--- src/rtl/regfile_wb_pkg.sv ---
// Shared constants, source identifiers and helpers for the register-file write-back arbiter.
package regfile_wb_pkg;

    localparam int NUM_SRC    = 4;
    localparam int REG_ADDR_W = 5;
    localparam int NUM_REGS   = 32;

    typedef enum logic [1:0] {
        SRC_LOAD = 2'd0,
        SRC_JUMP = 2'd1,
        SRC_LUI  = 2'd2,
        SRC_ALU  = 2'd3
    } src_e;

    // One-hot register mask; x0 never produces a bit so it can never become busy.
    function automatic logic [NUM_REGS-1:0] reg_mask(input logic [REG_ADDR_W-1:0] r);
        logic [NUM_REGS-1:0] m;
        m    = '0;
        m[r] = (r != '0);
        return m;
    endfunction

endpackage

--- src/rtl/regfile_wb_arbiter_if.sv ---
// Write-back request bundle: one valid/rd/data lane per source plus the one-hot ready vector.
interface regfile_wb_arbiter_if #(
    parameter int DATA_W  = 32,
    parameter int NUM_SRC = 4
);

    // Handshake: a source raises src_valid[i] with src_rd[i]/src_data[i] and holds all three
    // stable until the cycle src_ready[i] is also high; that rising edge is the transfer.
    // src_ready is combinational, at most one bit high, and only ever for a valid source.
    logic [NUM_SRC-1:0]                                src_valid;
    logic [NUM_SRC-1:0][regfile_wb_pkg::REG_ADDR_W-1:0] src_rd;
    logic [NUM_SRC-1:0][DATA_W-1:0]                    src_data;
    logic [NUM_SRC-1:0]                                src_ready;

    modport master (
        output src_valid,
        output src_rd,
        output src_data,
        input  src_ready
    );

    modport slave (
        input  src_valid,
        input  src_rd,
        input  src_data,
        output src_ready
    );

endinterface

--- src/rtl/wb_rr_arbiter.sv ---
// Grant selection for write-back sources: round-robin when WB_ROUND_ROBIN_EN is defined,
// fixed lowest-index-first priority otherwise.
module wb_rr_arbiter #(
    parameter int N = 4
) (
    input  logic         clk,
    input  logic         reset,
    input  logic [N-1:0] req,
    output logic [N-1:0] grant
);

`ifdef WB_ROUND_ROBIN_EN
    localparam int PW = (N > 1) ? $clog2(N) : 1;

    // ptr_q is the first source searched; it moves one past the winner on every transfer.
    logic [PW-1:0] ptr_q;
    logic [PW-1:0] ptr_d;

    always_comb begin
        grant = '0;
        ptr_d = ptr_q;
        // Walk offsets from far to near so the nearest requester overwrites any farther one.
        for (int k = N - 1; k >= 0; k--) begin
            int idx;
            idx = int'(ptr_q) + k;
            if (idx >= N) begin
                idx = idx - N;
            end
            if (req[idx]) begin
                grant      = '0;
                grant[idx] = 1'b1;
                ptr_d      = PW'((idx + 1) % N);
            end
        end
    end

    always_ff @(posedge clk or posedge reset) begin
        if (reset) begin
            ptr_q <= '0;
        end else begin
            ptr_q <= ptr_d;
        end
    end
`else
    // Lowest set bit wins: LOAD > JUMP > LUI > ALU.
    assign grant = req & (~req + 1'b1);

    logic unused_clk_rst;
    assign unused_clk_rst = clk ^ reset;
`endif

endmodule

--- src/rtl/regfile_wb_arbiter.sv ---
// Register-file write-back arbiter with busy scoreboard and hazard stall.
// Define WB_ROUND_ROBIN_EN for round-robin grant; the default build is fixed priority.
module regfile_wb_arbiter
    import regfile_wb_pkg::*;
#(
    parameter int DATA_W  = 32,
    parameter int NUM_SRC = 4
) (
    input  logic                   clk,
    input  logic                   reset,
    regfile_wb_arbiter_if.slave    src,
    input  logic                   alloc_valid,
    input  logic [REG_ADDR_W-1:0]  alloc_rd,
    input  logic [REG_ADDR_W-1:0]  rs1,
    input  logic [REG_ADDR_W-1:0]  rs2,
    output logic                   stall,
    output logic                   wr_en,
    output logic [REG_ADDR_W-1:0]  wr_addr,
    output logic [DATA_W-1:0]      wr_data,
    output logic [NUM_REGS-1:0]    busy_vec
);

    logic [NUM_SRC-1:0]    req;
    logic [NUM_SRC-1:0]    grant;
    logic                  xfer;
    logic [REG_ADDR_W-1:0] sel_rd;
    logic [DATA_W-1:0]     sel_data;
    logic [NUM_REGS-1:0]   busy_q;
    logic [NUM_REGS-1:0]   set_mask;
    logic [NUM_REGS-1:0]   clr_mask;

    // No grant while reset is held, so nothing can hand off into a register being cleared.
    assign req = src.src_valid & {NUM_SRC{~reset}};

    wb_rr_arbiter #(
        .N (NUM_SRC)
    ) u_arb (
        .clk   (clk),
        .reset (reset),
        .req   (req),
        .grant (grant)
    );

    assign src.src_ready = grant;
    assign xfer          = |grant;

    always_comb begin
        sel_rd   = '0;
        sel_data = '0;
        for (int i = 0; i < NUM_SRC; i++) begin
            if (grant[i]) begin
                sel_rd   = src.src_rd[i];
                sel_data = src.src_data[i];
            end
        end
    end

    // Writes to x0 still complete the handshake but never reach the register file.
    always_ff @(posedge clk or posedge reset) begin
        if (reset) begin
            wr_en   <= 1'b0;
            wr_addr <= '0;
            wr_data <= '0;
        end else begin
            wr_en <= xfer && (sel_rd != '0);
            if (xfer) begin
                wr_addr <= sel_rd;
                wr_data <= sel_data;
            end
        end
    end

    always_comb begin
        set_mask = '0;
        clr_mask = '0;
        if (alloc_valid) begin
            set_mask = reg_mask(alloc_rd);
        end
        if (wr_en) begin
            clr_mask = reg_mask(wr_addr);
        end
    end

    // Set is applied after clear so a same-edge allocate and retire leaves the register busy.
    always_ff @(posedge clk or posedge reset) begin
        if (reset) begin
            busy_q <= '0;
        end else begin
            busy_q <= (busy_q & ~clr_mask) | set_mask;
        end
    end

    assign busy_vec = busy_q;

    // Looks at the registered scoreboard, so a register retiring this cycle still stalls.
    assign stall = ((rs1 != '0) && busy_q[rs1]) || ((rs2 != '0) && busy_q[rs2]);

endmodule

--- src/flat_wrapper.sv ---
// flat-port wrapper written by rule: the top's interface ports become plain ports
module regfile_wb_arbiter_flat import regfile_wb_pkg::*;
#(
    parameter int DATA_W  = 32,
    parameter int NUM_SRC = 4
)
  (clk, reset, alloc_valid, alloc_rd, rs1, rs2, stall, wr_en, wr_addr, wr_data, busy_vec, src_src_valid, src_src_rd, src_src_data, src_src_ready);
  regfile_wb_arbiter_if #(.DATA_W(DATA_W), .NUM_SRC(NUM_SRC)) src_i ();
  input  logic clk;
  input  logic reset;
  input  logic alloc_valid;
  input  logic [REG_ADDR_W-1:0] alloc_rd;
  input  logic [REG_ADDR_W-1:0] rs1;
  input  logic [REG_ADDR_W-1:0] rs2;
  output logic stall;
  output logic wr_en;
  output logic [REG_ADDR_W-1:0] wr_addr;
  output logic [DATA_W-1:0] wr_data;
  output logic [NUM_REGS-1:0] busy_vec;
  input wire logic [$bits(src_i.src_valid)-1:0] src_src_valid;
  input wire logic [$bits(src_i.src_rd)-1:0] src_src_rd;
  input wire logic [$bits(src_i.src_data)-1:0] src_src_data;
  output wire logic [$bits(src_i.src_ready)-1:0] src_src_ready;
  assign src_i.src_valid = src_src_valid;
  assign src_i.src_rd = src_src_rd;
  assign src_i.src_data = src_src_data;
  assign src_src_ready = src_i.src_ready;
  regfile_wb_arbiter #(.DATA_W(DATA_W), .NUM_SRC(NUM_SRC)) u_core (.clk(clk), .reset(reset), .src(src_i), .alloc_valid(alloc_valid), .alloc_rd(alloc_rd), .rs1(rs1), .rs2(rs2), .stall(stall), .wr_en(wr_en), .wr_addr(wr_addr), .wr_data(wr_data), .busy_vec(busy_vec));
endmodule
--- config.mk ---
export PLATFORM = sky130hd
export DESIGN_NAME = regfile_wb_arbiter_flat
export DESIGN_NICKNAME = d
export VERILOG_FILES = /design/src/rtl/regfile_wb_pkg.sv /design/src/rtl/regfile_wb_arbiter_if.sv /design/src/rtl/wb_rr_arbiter.sv /design/src/rtl/regfile_wb_arbiter.sv /design/src/flat_wrapper.sv
export SDC_FILE = /design/constraint.sdc
export NUM_CORES = 1
export LEC_CHECK = 0
export BUFFER_PORTS_ARGS = -buffer_cell sky130_fd_sc_hd__buf_4
export CAP_MARGIN = 15
export CORE_ASPECT_RATIO = 0.5
export CORE_UTILIZATION = 40
export DETAILED_ROUTE_END_ITERATION = 6
export PLACE_DENSITY = 0.85
export RECOVER_POWER = 50
export SYNTH_ARGS = -nofsm -noshare
export SYNTH_HDL_FRONTEND = slang
export SYNTH_HIERARCHICAL = 1
export SYNTH_SLANG_ARGS = --single-unit
--- constraint.sdc ---
create_clock -name clk -period 2.2 [get_ports clk]
set_input_delay 0.44 -clock clk [delete_from_list [all_inputs] [get_ports clk]]
set_output_delay 0.44 -clock clk [all_outputs]
set_load 0.02 [all_outputs]
Word level (Yosys, flattened, before mapping)
Index checks and enable logic that the tools add are counted.

storage, ports and cells
  flip-flop bits (word level) = 70
  bits of input ports = 170
  output and inout port bits = 75
  logic and storage cells = 50

cells by class
  add/subtract/negate cells = 1
  $lt $le $gt $ge = 6
  mux-type cells = 18
  bitwise gates (word level) = 9
  reduce and logical (&&, ||, !) cells = 12

operators with widths
  kind                                                                          count
  32-bit 2-to-1 mux                                                             6
  32-bit AND                                                                    3
  32-bit NOT                                                                    1
  32-bit bitwise OR                                                             1
  5-bit nonzero test                                                            5
  5-bit by 6-bit less-than comparator with 1-bit output, second input constant  4
  5-bit 2-to-1 mux                                                              4
  1-bit binary-select mux with 5-bit select                                     2
  1-bit demux with 5-bit select                                                 2
  5-bit by 1-bit >= comparator with 1-bit output, second input constant         2
  4-bit AND                                                                     2
  1-bit logical AND                                                             5
  4-bit by 1-bit adder with 4-bit output, second input constant                 1
  1-bit 2-to-1 mux                                                              4
  4-bit NOT                                                                     1
  4-bit OR reduction                                                            1
  1-bit logical OR                                                              1
  1-bit NOT                                                                     1

Longest topological paths before layout
Gate-level depths: netlist of run 1.

  depth in word-level cells = 11
  mapped depth = 9
  gate-level depth less buffers = 7

Modules after synthesis
Netlist of run 1, hierarchy kept.

modules (own cells, without submodules)
  module              times used  cells an instance  area an instance (um^2)
  regfile_wb_arbiter  1           445                4087.7
  wb_rr_arbiter       1           4                  36.3

Worst setup path after synthesis of run 1
Ideal clock, no wire load.

  path type = input port to flip-flop
  start = in src_src_valid[2]
  end = reg u_core.wr_data[6]
  arrival time = 2.421 ns
  path slack = -0.304 ns
  cell stages on the path = 7
  path buffers = 3
  cells stage by stage = nor2b_1 > nor3b_1 > clkbuf_1 > clkbuf_1 > buf_1 > a21oi_1 > o21ai_0

on the way
  longest elaborated chain between the ends = 6
  elaborated cells between the ends (all ways) = 7

RTL lines
  what                                    RTL line                  text
  start, declared                         flat_wrapper.sv:20        input wire logic [$bits(src_i.src_valid)-1:0] src_src_valid;
  4-bit AND (*)                           regfile_wb_arbiter.sv:33  assign req = src.src_valid & {NUM_SRC{~reset}};
  4-bit NOT                               wb_rr_arbiter.sv:46       assign grant = req & (~req + 1'b1);
  4-bit by 1-bit adder with 4-bit output  wb_rr_arbiter.sv:46
  4-bit AND (*)                           wb_rr_arbiter.sv:46
  named net src_src_ready[2]              flat_wrapper.sv:23        output wire logic [$bits(src_i.src_ready)-1:0] src_src_ready;
  32-bit 2-to-1 mux (2 in series)         regfile_wb_arbiter.sv:51  if (grant[i]) begin
  end signal, assigned                    regfile_wb_arbiter.sv:68  wr_data <= sel_data;
  end, declared                           regfile_wb_arbiter.sv:19  output logic [DATA_W-1:0] wr_data,

Mark *: on every way through the listed nets, which the timed path passes. The rest lies on a longest branch.
A chain may end at the register's enable or synchronous reset.

Final worst setup path of run 1
  start = reg u_core.busy_q[15], in the netlist u_core/busy_vec[15]
  end = out stall

on the way
  longest elaborated chain between the ends = 4
  elaborated cells between the ends (all ways) = 7

RTL lines
  what                                       RTL line                  text
  start, declared                            regfile_wb_arbiter.sv:28  logic [NUM_REGS-1:0] busy_q;
  start signal, assigned                     regfile_wb_arbiter.sv:89  busy_q <= (busy_q & ~clr_mask) | set_mask;
  1-bit binary-select mux with 5-bit select  regfile_wb_arbiter.sv:96  assign stall = ((rs1 != '0) && busy_q[rs1]) || ((rs2 != '0) && busy_q[rs2]);
  1-bit 2-to-1 mux (not written as such)     regfile_wb_arbiter.sv:96
  1-bit logical AND                          regfile_wb_arbiter.sv:96
  1-bit logical OR (*)                       regfile_wb_arbiter.sv:96
  end, declared                              flat_wrapper.sv:15        output logic stall;

Every way passes the cells marked *; elsewhere a longest branch is shown, timed or not. The select of a mux whose other input is x is not followed.

==> out/results.ini, run 1 <==
[outcome]
status=finished with violations
violations=negative setup slack

[sta]
grt_setup_unrepaired=yes
fin_tns_setup_ns=-0.313
hold_slack_ns=0.352
setup_viol=2
finalMaxSlewViolations=0
fmax_mhz=399
clock_skew_ns=0.00597
min_period_over_period_pct=114
worstMarginPinSlew_ns=1.02
final_hold_viol_count=0
fin_ws_ns=-0.307
maxSlewHeadroom_pct=32.2
min_period_ns=2.51

[synth]
synth-seq-cells=70
syn_nets=619
yosys_warnings=6
post_synth_num_cell_types=39
synthCells=449
synth_seq_area_share_pct=42.5
syn_area_um2=4120
avgSynthCellArea_um2=9.18

[hold_path]
hp-class=input pin to flip-flop

[routing]
vias_per_cell=5.74
post-route-drc-count=0
wl_um=15300
ant_nets=0
wl_per_cell_um=18.0
drt_iter0_drc=393
vias=4873
drtPass1Iterations=5

[layout]
areaGrowthSynthToFinish_pct=59.3
final_cell_mix=buf_4 (247), o21ai_0 (88), dfrtp_1 (70)
final_common_cell=buf_4
fillers=816
drive_gt1_share_pct=40.6
multi_input_area_um2=2250
nets=879
finish.utilization_pct=67.5
seq_area_um2=1750
insertedDiodeCount=0
stdcell_area_um2=6570

[place]
gp_congestion=0.909
dp_slack_ns=-0.227
port_buffers=244
dp_hpwl_um=11800
place_area_um2=6390

[clocking]
clk_latency_ns=0.33
clock_path_buffers=2
numCtsBuffers=9
cts.sinks=70
ctsHtreeMaxLevel=3
clk_pin_slew_ns=0.06
cts_tree=done
root_buffer=clkbuf_16
ctsHoldBuffers=0

[grt]
grt_max_degree=57
overflow=0
first_global_vias=4765
grt_first_pass_wirelength_um=23900
antenna_found_initial=0
grt_use_total_pct=28.6

[die]
core_area_um2=9730
start_util_pct=42.4
row_count=25
die_area_um2=10700
die_h_um=73.8
io_pins=245
die_w_um=146

[setup_path]
slowest_delay_ns=0.50
cp.required_ns=1.76
crit_type=flip-flop to output pin
endpoint_kind=output pin
slowest_stage=mux4_2
crit_path_start_kind=flip-flop
cp_max_fo=2
crit_chain=mux4_2, mux2_4, a21oi_2, o21ai_1, a211o_1, buf_6
timing.critical_path.arrival_ns=2.07

[power_and_ir_drop]
p_leak_nw=2.96
power.density_nw_per_um2=962
peakVddDrop_mv=0.431

[flow_run]
maxCapViolCount=0

layout make-up:
type	instances	area share (%)
Timing Repair Buffer	287	31.7
Clock buffer	10	3.49
Tap cell	135	2.57
Inverter	3	0.191
Clock inverter	6	1.07
Sequential cell	70	26.7
Multi-Input combinational cell	338	34.3
power by group:
part | total, W | internal [W] | switching (W) | leakage, nW
clock network | 0.00143 | 0.000883 | 0.000548 | 0.135
logic | 0.00276 | 0.00131 | 0.00145 | 1.98
registers | 0.00213 | 0.00170 | 0.000423 | 0.837
final timing paths:
check | from | to | slack [ns] | depth (start not counted)
max | u_core/busy_vec[15]$_DFF_PP0_ | stall | -0.31 | 6
min | src_src_rd[16] | u_core/wr_addr[1]$_DFFE_PP0P_ | 0.35 | 3
max reg2reg | u_core/wr_addr[4]$_DFFE_PP0P_ | u_core/busy_vec[18]$_DFF_PP0_ | 0.69 | 3
min reg2reg | u_core/busy_vec[0]$_DFF_PP0_ | u_core/busy_vec[0]$_DFF_PP0_ | 0.48 | 0
max in group asynchronous | reset | u_core/busy_vec[26]$_DFF_PP0_ | 0.36 | 4
min in group asynchronous | reset | u_core/wr_data[18]$_DFFE_PP0P_ | 0.42 | 3
cell families after synthesis:
| logic type | share of synthesized area [%] |
|---|---|
| AOI/OAI and AO/OA | 31.3 |
| muxes | 9.04 |
| DFF | 42.5 |
| and+or+nand+nor | 13.1 |
| buffers and inverters | 4.07 |
sequential cells by signal (all words and copies together), names as in the netlist:
| name | flops |
|---|---|
| u_core/wr_data | 32 |
| u_core/busy_vec | 32 |
| u_core/wr_addr | 5 |
| u_core/wr_en | 1 |
Yosys cell counts:
cell type	number	share of area (%)
o21ai_0	88	11
dfrtp_1	70	42
a22oi_1	63	11
a21oi_1	38	4.6
nor2_1	37	3.4
clkbuf_1	30	2.7
nand2_1	17	1.5
nand3b_1	13	2.4
nor2b_1	11	1.7
mux4_2	9	4.9
mux2i_1	8	1.9
o21ai_1	8	0.97
a221oi_1	5	1.1
nand3_1	5	0.61
buf_1	4	0.36
a31oi_1	3	0.46
inv_1	3	0.27
mux4_1	3	1.9
nand4_1	3	0.46
nor3_1	3	0.36
o2111ai_1	3	0.64
or3b_2	3	0.64
buf_2	2	0.24
nor3b_1	2	0.36
o31a_1	2	0.42
or3_1	2	0.30
or3b_1	2	0.42
a211o_1	1	0.21
a21oi_2	1	0.21
a311oi_1	1	0.21
and2_1	1	0.15
buf_4	1	0.18
buf_6	1	0.27
mux2_2	1	0.27
nand2b_1	1	0.15
nor4_2	1	0.30
nor4b_2	1	0.36
o211ai_1	1	0.18
o221ai_1	1	0.21
routing by layer:
layer | routed length [um] | global-route usage [%] | share of wire (%)
met1 | 6020 | 33.6 | 39
met3 | 1130 | 6.89 | 7.4
met5 | 0 | 0 | 0
met4 | 326 | 9.82 | 2.1
met2 | 7840 | 52.6 | 51
stage by stage:
stage | total power (W) | cells
6_report | 0.00632 | 849
5_1_grt | 0.00663 | 849
4_1_cts | 0.00641 | 848
3_5_place_dp | 0.00496 | 833
3_3_place_gp | 0.00486 | 833
2_1_floorplan | 0.00342 | 449
timing repair:
action | 4_1_cts | 5_1_grt
gates cloned | 0 | 0
resized for setup | 3 | 2
endpoints found under the setup margin | 3 | 2
setup buffers | 0 | 1
pin swaps | 1 | 0
worst max-delay path, delay by kind of cell (launching register included):
family	cells	cell delay (ns)
buffers and inverters	1	0.13
AO/OA/AOI/OAI	3	0.45
multiplexers	2	0.78
flip-flops	1	0.40
Power figures use the tool's default switching activity.
==> run 2, diff against run 1 <==
--- a/config.mk
+++ b/config.mk
@@ -12,6 +12,7 @@
 export DETAILED_ROUTE_END_ITERATION = 6
 export PLACE_DENSITY = 0.85
 export RECOVER_POWER = 50
+export SETUP_SLACK_MARGIN = 0.4
 export SYNTH_ARGS = -nofsm -noshare
 export SYNTH_HDL_FRONTEND = slang
 export SYNTH_HIERARCHICAL = 1
==> out/results.ini, run 2 (synthesized netlist as in run 1, its figures left out) <==
[sta]
min_period_over_period_pct=113
fin_ws_ns=-0.292
worstMarginPinSlew_ns=0.994
clock_skew_ns=0.00496
finalMaxSlewViolations=0
min_period_ns=2.49
fmax_mhz=401
final_hold_viol_count=0
setup_viol=1
hold_slack_ns=0.360
grt_setup_unrepaired=yes
maxSlewHeadroom_pct=33.3

[clocking]
cts.sinks=70
clk_pin_slew_ns=0.06
clk_latency_ns=0.33
root_buffer=clkbuf_16
ctsHtreeMaxLevel=3
numCtsBuffers=9
ctsHoldBuffers=0
clock_path_buffers=2
cts_tree=done

[grt]
antenna_found_initial=0
overflow=0
grt_use_total_pct=28.9
grt_max_degree=51
first_global_vias=4899
grt_first_pass_wirelength_um=24200

[setup_path]
cp_max_fo=7
cpMostUsedCell=buf_4
crit_family=multiplexers
crit_chain=buf_4, buf_4, mux4_1, mux2i_1, o211ai_1, a211o_1, buf_6
slowest_stage=mux4_1
endpoint_kind=output pin
cp.required_ns=1.76
slowest_delay_ns=0.57
crit_buf_inv=3
timing.critical_path.arrival_ns=2.05
crit_type=input pin to output pin
crit_path_start_kind=input pin

[layout]
multi_input_area_um2=2320
nets=886
fillers=780
stdcell_area_um2=6800
drive_gt1_share_pct=43.3
areaGrowthSynthToFinish_pct=64.8
insertedDiodeCount=0
final_common_cell=buf_4
final_cell_mix=buf_4 (247), dfrtp_1 (70), o21ai_0 (60)
finish.utilization_pct=69.9
seq_area_um2=1750
instances_no_fill=856

[flow_run]
maxCapViolCount=0

[power_and_ir_drop]
power.density_nw_per_um2=941
p_leak_nw=3.06
peakVddDrop_mv=0.453

[hold_path]
hp-class=input pin to flip-flop

[routing]
met1_length_um=6070
drtPass1Iterations=5
vias_per_cell=5.71
dr_wl_met3_um=1070
wl_per_cell_um=17.9
wl_met2_um=7940
top_layer=met4
drt_iter0_drc=352
wl_um=15400
post-route-drc-count=0
vias=4891
ant_nets=0

[die]
die_h_um=73.8
die_w_um=146
die_area_um2=10700
start_util_pct=42.4
io_pins=245
row_count=25
core_area_um2=9730

[outcome]
status=finished with violations
violations=negative setup slack

[place]
dp_hpwl_um=11500
port_buffers=244
dp.cells=821
gp_congestion=0.953
place_area_um2=6340

-- run 2: changes by cell type in the layout (fill, tap and decap cells not counted), sizes merged --
cell    previous run  this run
buf              253       262
clkbuf            44        41
bufbuf             0         1
clkinv             1         0
inv                3         4
-- run 2: per-layer routing --
layer / track usage, % / up-vias
met5: 0 / -
met4: 10.9 / 0
met3: 5.53 / 27
met2: 54.6 / 242
met1: 33.4 / 2371
li1: - / 2251
-- run 2: worst min-delay path, delay by kind of cell --
family,cells,cell delay [ns]
simple gates,1,0.06
buf+inv,1,0.08
compound gates,1,0.07
-- run 2: path summary, 6_finish.rpt --
check	start	endpoint	cells past startpoint	slack [ns]
setup / recovery	rs2[1]	stall	7	-0.29
hold / removal	src_src_rd[19]	u_core/wr_addr[4]$_DFFE_PP0P_	3	0.36
setup reg to reg	u_core/wr_addr[1]$_DFFE_PP0P_	u_core/busy_vec[24]$_DFF_PP0_	3	0.69
hold reg to reg	u_core/busy_vec[0]$_DFF_PP0_	u_core/busy_vec[0]$_DFF_PP0_	0	0.48
max in group asynchronous	reset	u_core/wr_data[9]$_DFFE_PP0P_	3	0.47
min in group asynchronous	reset	u_core/wr_data[1]$_DFFE_PP0P_	2	0.50
-- run 2: area by class of cell --
cell class	instances	area share, %
clock inverter	6	1.03
clock buffer	10	3.37
inverter	3	0.184
multi-input combinational	338	34.1
tap	135	2.49
timing repair buffer	294	33.0
sequential	70	25.8
-- run 2: power breakdown --
group | leakage [nW] | total [W] | switching [W] | internal (W)
clock | 0.136 | 0.00144 | 0.000550 | 0.000885
sequential | 0.837 | 0.00214 | 0.000436 | 0.00170
combinational | 2.09 | 0.00282 | 0.00146 | 0.00136
total | 3.06 | 0.00639 | 0.00245 | 0.00395
-- run 2: repair_timing --
action | CTS | global route
pin swaps | 4 | 3
setup endpoints to repair | 6 | 25
gates resized for setup | 4 | 23
gates cloned | 1 | 1
setup buffers | 11 | 6
endpoints found under the hold margin | 0 | 0
-- run 2: stage by stage --
stage	TNS, ns	total power [W]	setup WS [ns]
finish	-0.292	0.00639	-0.292
global route	-0.391	0.00673	-0.391
CTS	-0.306	0.00643	-0.306
detailed placement	-0.251	0.00494	-0.251
global placement	-0.211	0.00483	-0.211
floorplan	-0.0632	0.00346	-0.0632
